`src/rtl/bp_pkg.sv`:
```
// Shared types for the predictor-table update scheduler.
package bp_pkg;

    localparam int BP_IDX_W = 5;

    typedef struct packed {
        logic [BP_IDX_W-1:0] idx;
        logic                taken;
        logic                local_ok;
        logic                global_ok;
    } bp_upd_t;

    // Packing matches the table word: {chooser, global, local}
    typedef struct packed {
        logic [1:0] chooser;
        logic [1:0] glb;
        logic [1:0] loc;
    } bp_ctrs_t;

    typedef enum logic [1:0] {
        IDLE   = 2'd0,
        UPD_RD = 2'd1,
        UPD_WR = 2'd2
    } bp_sched_state_e;

endpackage

```
`src/rtl/bp_sat_counter2.sv`:
```
// Two-bit saturating up/down counter step.
module bp_sat_counter2 (
    input  logic       inc,
    input  logic       dec,
    input  logic [1:0] cur,
    output logic [1:0] nxt
);

    always_comb begin
        nxt = cur;
        if (inc && !dec && cur != 2'd3) begin
            nxt = cur + 2'd1;
        end else if (dec && !inc && cur != 2'd0) begin
            nxt = cur - 2'd1;
        end
    end

endmodule

```
`src/rtl/bp_update_scheduler.sv`:
```
// Single-port predictor table owner: fetch lookups vs queued
// read-modify-write counter updates from EX.
module bp_update_scheduler
    import bp_pkg::*;
#(
    parameter int IDX_W   = BP_IDX_W,
    parameter int DEPTH   = 4,
    parameter int AGE_MAX = 8
) (
    input  logic             clk,
    input  logic             rst_n,
    input  logic             lookup_req,
    input  logic [IDX_W-1:0] lookup_idx,
    output logic             lookup_grant,
    output logic             fetch_stall,
    input  logic             upd_valid,
    output logic             upd_ready,
    input  logic [IDX_W-1:0] upd_idx,
    input  logic             upd_taken,
    input  logic             upd_local_ok,
    input  logic             upd_global_ok,
    output logic             tbl_en,
    output logic             tbl_we,
    output logic [IDX_W-1:0] tbl_idx,
    output logic [5:0]       tbl_wdata,
    input  logic [5:0]       tbl_rdata,
    output logic             busy
);

    localparam int PTR_W = (DEPTH > 1) ? $clog2(DEPTH) : 1;
    localparam int CNT_W = $clog2(DEPTH) + 1;
    localparam int AGE_W = $clog2(AGE_MAX + 1);

    bp_sched_state_e  state_q, state_d;
    bp_upd_t          fifo_q [DEPTH];
    logic [PTR_W-1:0] head_q, head_d;
    logic [PTR_W-1:0] tail_q, tail_d;
    logic [CNT_W-1:0] count_q, count_d;
    logic [AGE_W-1:0] age_q, age_d;
    bp_ctrs_t         rd_q, rd_d;

    bp_upd_t  head;
    bp_upd_t  upd_in;
    logic     push;
    logic     pop;
    logic     forced;
    logic     queued;
    logic [1:0] loc_nxt;
    logic [1:0] glb_nxt;
    logic [1:0] cho_nxt;

    assign head   = fifo_q[head_q];
    assign upd_in = '{idx:       BP_IDX_W'(upd_idx),
                      taken:     upd_taken,
                      local_ok:  upd_local_ok,
                      global_ok: upd_global_ok};

    assign queued    = (count_q != '0);
    assign upd_ready = (count_q < CNT_W'(DEPTH));
    assign push      = upd_valid && upd_ready;
    assign pop       = (state_q == UPD_WR);
    assign forced    = (count_q == CNT_W'(DEPTH))
                     || (queued && age_q >= AGE_W'(AGE_MAX));
    assign busy      = queued || (state_q != IDLE);

    bp_sat_counter2 u_loc (
        .inc (head.taken),
        .dec (!head.taken),
        .cur (rd_q.loc),
        .nxt (loc_nxt)
    );

    bp_sat_counter2 u_glb (
        .inc (head.taken),
        .dec (!head.taken),
        .cur (rd_q.glb),
        .nxt (glb_nxt)
    );

    bp_sat_counter2 u_cho (
        .inc (head.global_ok && !head.local_ok),
        .dec (head.local_ok && !head.global_ok),
        .cur (rd_q.chooser),
        .nxt (cho_nxt)
    );

    always_comb begin
        state_d      = state_q;
        rd_d         = rd_q;
        tbl_en       = 1'b0;
        tbl_we       = 1'b0;
        tbl_idx      = '0;
        tbl_wdata    = '0;
        lookup_grant = 1'b0;
        fetch_stall  = 1'b0;
        unique case (state_q)
            IDLE: begin
                if (forced || (!lookup_req && queued)) begin
                    tbl_en      = 1'b1;
                    tbl_idx     = IDX_W'(head.idx);
                    fetch_stall = lookup_req;
                    state_d     = UPD_RD;
                end else if (lookup_req) begin
                    tbl_en       = 1'b1;
                    tbl_idx      = lookup_idx;
                    lookup_grant = 1'b1;
                end
            end
            UPD_RD: begin
                fetch_stall = lookup_req;
                rd_d        = bp_ctrs_t'(tbl_rdata);
                state_d     = UPD_WR;
            end
            UPD_WR: begin
                fetch_stall = lookup_req;
                tbl_en      = 1'b1;
                tbl_we      = 1'b1;
                tbl_idx     = IDX_W'(head.idx);
                tbl_wdata   = {cho_nxt, glb_nxt, loc_nxt};
                state_d     = IDLE;
            end
            default: begin
                state_d = IDLE;
            end
        endcase
    end

    always_comb begin
        head_d  = head_q;
        tail_d  = tail_q;
        count_d = count_q;
        age_d   = age_q;
        if (push) begin
            tail_d = tail_q + PTR_W'(1);
        end
        if (pop) begin
            head_d = head_q + PTR_W'(1);
        end
        unique case ({push, pop})
            2'b10:   count_d = count_q + CNT_W'(1);
            2'b01:   count_d = count_q - CNT_W'(1);
            default: count_d = count_q;
        endcase
        // Head ages only while fetch keeps winning the port
        if (pop) begin
            age_d = '0;
        end else if (queued && lookup_grant && age_q < AGE_W'(AGE_MAX)) begin
            age_d = age_q + AGE_W'(1);
        end
    end

    always_ff @(posedge clk or negedge rst_n) begin
        if (!rst_n) begin
            state_q <= IDLE;
            head_q  <= '0;
            tail_q  <= '0;
            count_q <= '0;
            age_q   <= '0;
            rd_q    <= '0;
            for (int i = 0; i < DEPTH; i++) begin
                fifo_q[i] <= '0;
            end
        end else begin
            state_q <= state_d;
            head_q  <= head_d;
            tail_q  <= tail_d;
            count_q <= count_d;
            age_q   <= age_d;
            rd_q    <= rd_d;
            if (push) begin
                fifo_q[tail_q] <= upd_in;
            end
        end
    end

endmodule

```
`config.mk`:
```
export PLATFORM = sky130hd
export DESIGN_NAME = bp_update_scheduler
export DESIGN_NICKNAME = d
export VERILOG_FILES = /design/src/rtl/bp_pkg.sv /design/src/rtl/bp_sat_counter2.sv /design/src/rtl/bp_update_scheduler.sv
export SDC_FILE = /design/constraint.sdc
export NUM_CORES = 1
export LEC_CHECK = 0
export CORE_MARGIN = 8
export CORE_UTILIZATION = 56
export CTS_BUF_LIST = sky130_fd_sc_hd__clkbuf_8
export CTS_CLUSTER_SIZE = 10
export DETAILED_ROUTE_END_ITERATION = 10
export PLACE_DENSITY = 0.85
export SYNTH_ARGS = -nofsm -noshare
export SYNTH_HDL_FRONTEND = slang
export SYNTH_SLANG_ARGS = --single-unit
export TNS_END_PERCENT = 1
```
`constraint.sdc`:
```
create_clock -name clk -period 2 [get_ports clk]
set_input_delay 0.4 -clock clk [delete_from_list [all_inputs] [get_ports clk]]
set_output_delay 0.4 -clock clk [all_outputs]
set_load 0.1 [all_outputs]
```
# ---- Word-level counts from Yosys, hierarchy flattened
# Index checks and enable logic that the tools add are counted.
dict set report totals {
  regBits 51
  latch_bits 0
  ram_bits 0
  mem_bits_ro 0
  in_bits 23
  output_inout_bits 17
  word_cells 115
  n_memories 0
}
dict set report classes {
  addsub 11
  mul 0
  div_mod_pow 0
  magnitude_cmp 6
  n_eq_ne 9
  n_shift 0
  muxes 29
  bitwise 2
  reduce_logical 34
}
# cell count
set ops {}
lappend ops {{$bwmux 32} 1}
lappend ops {{$mux 8} 3}
lappend ops {{$bmux 8 s2} 1}
lappend ops {{$demux 8 s2} 1}
lappend ops {{$logic_and 1x1->1} 16}
lappend ops {{$mux 2} 7}
lappend ops {{$reduce_bool 2->1} 6}
lappend ops {{$add 2x1->2 const B} 5}
lappend ops {{$mux 5} 2}
lappend ops {{$pmux 5 s2} 1}
lappend ops {{$mux 4} 2}
lappend ops {{$ne 2x2->1 const B} 4}
lappend ops {{$ge 3x3->1 const B} 2}
lappend ops {{$logic_not 1->1} 6}
lappend ops {{$mux 1} 6}
lappend ops {{$mux 6} 1}
lappend ops {{$not 2->3} 2}
lappend ops {{$pmux 3 s2} 1}
lappend ops {{$sub 2x1->2 const B} 3}
lappend ops {{$add 4x1->4 const B} 1}
lappend ops {{$eq 2x1->1 const B} 2}
lappend ops {{$eq 2x2->1 const B} 2}
lappend ops {{$ge 4x4->1 const B} 1}
lappend ops {{$lt 4x4->1 const B} 1}
lappend ops {{other kinds (11)} 14}

# ---- Longest topological paths before layout
# Gate-level depths: netlist of run 1.
dict set report logic_depth {
  ltp_word 12
  depth_mapped 9
  mapped_depth_nobuf 8
}

# ---- By module
# Synthesis of run 1 repeated with hierarchy kept, for this count alone.
dict set report unflattened {
  hier_cells 245
  hier_area_um2 2912.8
}
# module n_inst cells_per_inst area_per_inst_um2 seq_area_each_um2
set by_module_without_submodules {}
lappend by_module_without_submodules {bp_update_scheduler 1 203 2620.0 1276.2}
lappend by_module_without_submodules {bp_sat_counter2 3 14 97.6 0.0}

# ---- Least setup slack after synthesis of run 1
# No wires, ideal clock.
dict set report synth_path {
  path_kind {flip-flop to output port}
  start {register state_q[0]}
  end {output port tbl_wdata[5]}
  arrival_ns 4.052
  t_required_ns 1.600
  path_slack_ns -2.452
  path_stages_with_launch 6
  path_buffers 1
  path_cell_list {dfrtp_1 inv_1 ha_1 clkbuf_1 inv_1 a211oi_1}
}
dict set report synth_between {
  elab_chain_cells 2
}
# element line_no
set synth_rtl {}
lappend synth_rtl {{start, declared} bp_update_scheduler.sv:34} ;# bp_sched_state_e state_q, state_d;
lappend synth_rtl {{start signal, assigned} bp_update_scheduler.sv:164} ;# state_q <= state_d;
lappend synth_rtl {{$eq 2x2->1} bp_update_scheduler.sv:96} ;# unique case (state_q)
lappend synth_rtl {{$mux 6} bp_update_scheduler.sv:96}
lappend synth_rtl {{end, declared} bp_update_scheduler.sv:25} ;# output logic [5:0] tbl_wdata,
# Every way passes these cells.

# ---- Final worst setup path of run 1
dict set report layout_path {
  start {register head_q[0]}
  end {output port tbl_wdata[4]}
}
dict set report layout_between {
  elab_chain_cells 12
}
# element line_no
set layout_rtl {}
lappend layout_rtl {{start, declared} bp_update_scheduler.sv:36} ;# logic [PTR_W-1:0] head_q, head_d;
lappend layout_rtl {{start signal, assigned} bp_update_scheduler.sv:155} ;# head_q <= '0;
lappend layout_rtl {{start signal, assigned} bp_update_scheduler.sv:165} ;# head_q <= head_d;
lappend layout_rtl {{$not 2->3 (implied by the code) (*)} bp_update_scheduler.sv:52} ;# assign head = fifo_q[head_q];
lappend layout_rtl {{$bmux 8 s2 (*)} bp_update_scheduler.sv:52}
lappend layout_rtl {{$mux 8 (implied by the code) (*) (2 in a row)} bp_update_scheduler.sv:52}
lappend layout_rtl {{$logic_not 1->1} bp_update_scheduler.sv:81} ;# .inc (head.global_ok && !head.local_ok),
lappend layout_rtl {{$logic_and 1x1->1} bp_update_scheduler.sv:81}
lappend layout_rtl {{$logic_not 1->1} bp_sat_counter2.sv:13} ;# end else if (dec && !inc && cur != 2'd0) begin
lappend layout_rtl {{$logic_and 1x1->1 (2 in a row)} bp_sat_counter2.sv:13}
lappend layout_rtl {{$mux 2} bp_sat_counter2.sv:13}
lappend layout_rtl {{$mux 2 (*)} bp_sat_counter2.sv:11} ;# if (inc && !dec && cur != 2'd3) begin
lappend layout_rtl {{$mux 6 (*)} bp_update_scheduler.sv:96}
# Every way passes the cells marked *; elsewhere a longest branch is shown, timed or not. The select of a mux whose other input is x is not followed.

==> impl_metrics.csv, run 1 <==
group,metric,value,unit
worst_setup_path,worstSetupPathType,"reg2out",
min_path,min_path_type,"in2async",
layout,drive_above_1_share,41.2,%
global_routing,antenna_found_initial,0,
placement,dpl.hpwl,4390,um
synth,synth.top_cell.area_share,47.0,%
clock_tree,cts.reportedPaths.clkPinSlew,0.09,ns
worst_setup_path,cp_max_fo,2,
worst_setup_path,worstPathCellList,"mux4_2 -> nor2b_4 -> mux2i_1 -> buf_4 -> mux2i_4 -> buf_12",
worst_setup_path,max_stage_delay,0.52,ns
timing,setup_ws,-0.558,ns
timing,maxClockFrequency,0.391,GHz
clock_tree,post-cts-setup-buffers,0,
timing,slew_viol_final,0,
timing,rsz0062_at_grt,"yes",
layout,num_antenna_cells,0,
clock_tree,cts_buffers,5,
synth,netlist_instances,226,
synth,yosys_register_bits,51,
die,ios,40,
worst_setup_path,worstSetupStartpointType,"flip-flop",
synth,synth-xor-area-share,3.23,%
timing,period_minus_slack,2.56,ns
routing,route.detailed.drc,0,
routing,via_per_inst,5.44,
global_routing,grt-ovfl-total,0,
synth,synth_top_cells_by_area,"dfrtp_1 (47%), mux2_2 (14%), ha_1 (9.2%)",
clock_tree,htreeDepth,2,
synth,yosys_warnings,0,
clock_tree,clock_latency,0.32,ns
synth,synth-edff-count,0,
timing,period_share,128,%
synth,synth-simple-area-share,6.13,%
synth,synth.most_common_cell,"dfrtp_1",
routing,wl_met3,199,um
placement,dp.cells,340,
placement,io_buffers,39,
clock_tree,clockBufferDepth,2,
global_routing,grt_pass1_wl,9830,um
synth,synth_ff_type,"dfrtp_1",
routing,drtAntennaViolNets,0,
timing,setup_viol,14,
placement,place.gp.congestion,0.793,
status,outcome,"finished with violations",
routing,met2_length,3120,um
timing,setup_tns,-4.51,ns
die,core.rowCount,25,
run,drv_cap,0,
status,violations,"negative setup slack",
layout,syn2layout_area_growth,41.5,%
global_routing,grt.total_usage,17.3,%
synth,synth.area.mux_share,22.6,%
routing,dr.pass1.iters,4,
clock_tree,cts_root_buffer,"clkbuf_8",
synth,synth_top_area_cell,"dfrtp_1",
worst_setup_path,cp.required,1.60,ns
synth,yosys.area_share.adder,9.95,%
layout,final_nets,337,
worst_setup_path,crit_buf_inv,2,
routing,wl,5840,um
worst_setup_path,critPathSlowestCell,"mux4_2",
die,die_w,85.6,um
routing,wl_met1,2420,um
worst_setup_path,cp.arrival,2.16,ns
synth,synth_area,2720,um^2
die,die_area,7330,um^2
synth,synth_commonest_cells,"dfrtp_1 (51), mux2_2 (33), inv_1 (27)",
worst_setup_path,critPathTopFamily,"multiplexers",
timing,finalHoldViolations,0,
synth,synth_compound_area_share,6.31,%
global_routing,grt_pass1_vias,2008,
synth,syn_nets,270,
timing,maxSlewHeadroom,58.2,%
synth,async_flop_share,100,%
synth,avgSynthCellArea,12.0,um^2
die,die_h,85.6,um
layout,fin_cells,348,
die,start_util,57.9,%
synth,synth_top_family_by_area,"multiplexers",
clock_tree,clock-sinks,51,
global_routing,grt_max_degree,52,
synth,synth-seq-area-share,47.0,%
routing,detail_route.wl_per_cell,16.8,um
timing,hold_ws,0.181,ns
worst_setup_path,cp-end-kind,"primary output",
die,core_area,4690,um^2
timing,worst_slew_pin_slew,0.627,ns
routing,via_count,1893,
timing,fin_worst_skew,0.00579,ns
synth,synth_cell_types,30,
clock_tree,cts_tree,"yes",
routing,routed.top_layer,"met4",
routing,drt_iter0_markers,57,
==> cell type report <==
type,count,area (um^2)
Clock buffer,6,82.6
Tap cell,54,67.6
Fill cell,244,851
Timing Repair Buffer,65,767
Clock inverter,2,16.3
Inverter,27,105
Multi-Input combinational cell,143,1530
Sequential cell,51,1280
==> metrics by stage <==
step / cell area [um^2] / util [%] / worst slack (ns)
after floorplan: 2870 / - / -0.623
after global placement: 3670 / 78.3 / -0.244
after detailed placement: 3670 / 78.3 / -0.272
after CTS: 3810 / 81.1 / -0.570
after global routing: 3840 / 81.9 / -0.622
final: 3840 / 81.9 / -0.558
==> final timing paths <==
kind | start | endpoint | slack (ns) | depth (start not counted)
min | rst_n | count_q[2] | 0.18 | 2
max | head_q[0] | tbl_wdata[4] | -0.56 | 6
min in group clk | fifo_q[12] | fifo_q[12] | 0.51 | 1
max reg2reg | state_q[0] | count_q[2] | 0.12 | 8
max in group asynchronous | rst_n | state_q[0] | 1.37 | 2
min reg2reg | fifo_q[12] | fifo_q[12] | 0.51 | 1
==> what timing repair did <==
action / in CTS / in global routing
gates resized for setup: 12 / 6
hold buffers: 0 / 0
pin swaps: 3 / 2
endpoints found under the hold margin: 0 / 0
setup endpoints to repair: 15 / 15
==> state kept, by name (all words and copies together), names as in the netlist <==
name / flops
age_q: 4
fifo_q: 32
tail_q: 2
rd_q: 6
state_q: 2
count_q: 3
head_q: 2
==> worst reg2reg max path, delay by kind of cell (launching register included) <==
kind | cells | cell delay (ns)
fa+ha+maj | 3 | 0.79
flops | 1 | 0.45
xor+xnor | 2 | 0.28
buf+inv | 2 | 0.18
simple gates | 1 | 0.11
==> layer usage <==
| metal | vias up | track usage [%] |
|---|---|---|
| li1 | 902 | - |
| met1 | 960 | 20.4 |
| met2 | 24 | 29.3 |
| met3 | 7 | 4.68 |
| met4 | 0 | 6.69 |
| met5 | - | 0 |
==> placed cells by master, fill, tap and decap left out, types with 8 or more instances in the layout <==
cell             synthesis  final
inv_1                   27     24
xnor2_1                  8      8
o21ai_0                 10     10
clkdlybuf4s50_1          0     21
buf_4                    0     24
mux2_2                  33     33
nand2_1                 17     15
ha_1                    20     18
dfrtp_1                 51     50
buf_12                   0     18
==> cells by family (layout without fill, tap and decap cells) <==
group / count (synthesis) / in the layout
multiplexers: 48 / 48
AO/OA/AOI/OAI: 26 / 26
AND/OR/NAND/NOR: 38 / 38
adder cells (fa/ha/maj): 21 / 21
XOR/XNOR: 10 / 10
flip-flops: 51 / 51
buffers and inverters: 32 / 100
Power of run 1 is not shown: default switching activity piles up to over one toggle a cycle in this logic, so the estimate is an artifact.
==> inputs of run 2 (changes only) <==
CORE_UTILIZATION = 55   (was 56)
CTS_BUF_LIST = sky130_fd_sc_hd__clkbuf_2 sky130_fd_sc_hd__clkbuf_4 sky130_fd_sc_hd__clkbuf_8   (was sky130_fd_sc_hd__clkbuf_8)
PLACE_DENSITY = 0.84   (was 0.85)
==> run 2 against run 1 <==
The flow still finishes with violations (negative setup slack); fmax shrank 0.32%; global-route usage grew 0.21 points; via count grew 1.6%; count of clock-buffer cells in the layout is the same; register-to-register slack gained 0.02 ns; die area grew 1.5%; critical path depth shrank 1; non-clock buffer count grew 1; largest cell class unchanged.
==> impl_metrics.csv, run 2 (synthesis results as in run 1) <==
group,metric,value,unit
clock_tree,cts_root_buffer,"clkbuf_8",
layout,top_regs,"fifo_q x32, rd_q x6, age_q x4",
layout,final_common_cell,"dfrtp_1",
clock_tree,hold_buffers,0,
routing,route.detailed.drc,0,
die,die_w,86.3,um
routing,detail_route.wl_per_cell,17.2,um
timing,setup_tns,-4.69,ns
status,outcome,"finished with violations",
placement,dp.cells,353,
layout,fin_cells,362,
clock_tree,cts_buffers,5,
run,drv_cap,0,
routing,drt_iter0_markers,79,
routing,wl,6220,um
worst_setup_path,rr_worst_depth,8,
layout,drive_above_1_share,40.7,%
routing,via_per_inst,5.31,
layout,final_cell_mix,"dfrtp_1 (50), mux2_2 (33), inv_1 (23)",
routing,dr.pass1.iters,7,
timing,maxClockFrequency,0.390,GHz
layout,syn2layout_area_growth,42.7,%
clock_tree,clock-sinks,51,
worst_setup_path,cp_max_fo,2,
timing,finalHoldViolations,0,
timing,rsz0062_at_grt,"yes",
global_routing,antenna_found_initial,0,
status,violations,"negative setup slack",
placement,dp_slack,-0.306,ns
clock_tree,cts.reportedPaths.clkPinSlew,0.10,ns
global_routing,grt_pass1_wl,10300,um
worst_setup_path,cp.arrival,2.17,ns
global_routing,grt-ovfl-total,0,
clock_tree,clock_latency,0.32,ns
timing,maxSlewHeadroom,68.7,%
min_path,min_path_type,"in2async",
worst_setup_path,worstSetupPathType,"reg2out",
clock_tree,cts_tree,"yes",
layout,regMostFlops,"fifo_q",
routing,drtAntennaViolNets,0,
global_routing,grt_max_degree,52,
timing,slew_viol_final,0,
die,die_area,7440,um^2
timing,setup_viol,14,
global_routing,grt.total_usage,17.5,%
placement,placed_area,3700,um^2
die,die_h,86.3,um
die,core_area,4750,um^2
clock_tree,htreeDepth,2,
routing,via_count,1924,
timing,fin_worst_skew,0.0145,ns
worst_setup_path,cp-end-kind,"primary output",
timing,period_minus_slack,2.57,ns
die,core.rowCount,25,
global_routing,grt_pass1_vias,2105,
placement,dpl.hpwl,4450,um
layout,fin_area,3870,um^2
worst_setup_path,worstSetupStartpointType,"flip-flop",
worst_setup_path,cp.required,1.60,ns
layout,num_antenna_cells,0,
placement,io_buffers,39,
timing,setup_ws,-0.566,ns
layout,final_nets,338,
timing,period_share,128,%
die,start_util,57.1,%
placement,place.gp.congestion,0.786,
timing,worst_slew_pin_slew,0.468,ns
layout,largest_register_ffs,32,
clock_tree,clockBufferDepth,2,
layout,n_fill_cell,269,
die,ios,40,
[run 2: area by class of cell]
cell class / instances / area [um^2] / area share, %
Multi-Input combinational cell: 143 / 1490 / 38.6
Sequential cell: 51 / 1280 / 33.0
Timing Repair Buffer: 66 / 793 / 20.5
Inverter: 27 / 104 / 2.68
Tap cell: 67 / 83.8 / 2.16
Clock buffer: 6 / 82.6 / 2.13
Clock inverter: 2 / 38.8 / 1.00
[run 2: path summary, 6_finish.rpt]
kind | startpoint | endpoint | slack (ns)
setup / recovery | head_q[0] | tbl_wdata[5] | -0.57
hold / removal | rst_n | fifo_q[1] | 0.06
setup reg to reg | state_q[0] | count_q[2] | 0.14
hold reg to reg | fifo_q[2] | fifo_q[2] | 0.51
max in group asynchronous | rst_n | head_q[0] | 1.71
min in group clk | fifo_q[2] | fifo_q[2] | 0.51
[run 2: layer usage]
layer	part of all wire, %	vias to the layer above	track usage, %	wire [um]
li1	-	908	-	-
met5	0	-	0	0
met4	1.5	0	7.36	95
met2	55	22	31.3	3400
met3	2.9	7	3.02	182
met1	41	987	20.2	2540
[run 2: timing repair]
action	in CTS	in global routing
endpoints found under the hold margin	0	0
endpoints found under the setup margin	15	15
cloned	0	0
resized for setup	9	8
pin swaps	1	2
buffers inserted	0	1
[run 2: critical path, stage by stage, from the launching register on]
cell	delay, ns
dfrtp_1	0.41
mux4_2	0.53
nor2b_4	0.15
mux2_4	0.30
a211oi_4	0.25
buf_12	0.21
[run 2: through the flow]
step           utilization (%)  hold WS [ns]
5_1_grt                   81.5        0.0679
3_3_place_gp              77.8         0.409
3_5_place_dp              77.8         0.407
6_report                  81.5        0.0554
2_1_floorplan                -         0.104
4_1_cts                   80.8        0.0639
Power of run 2 is left out for the same reason.
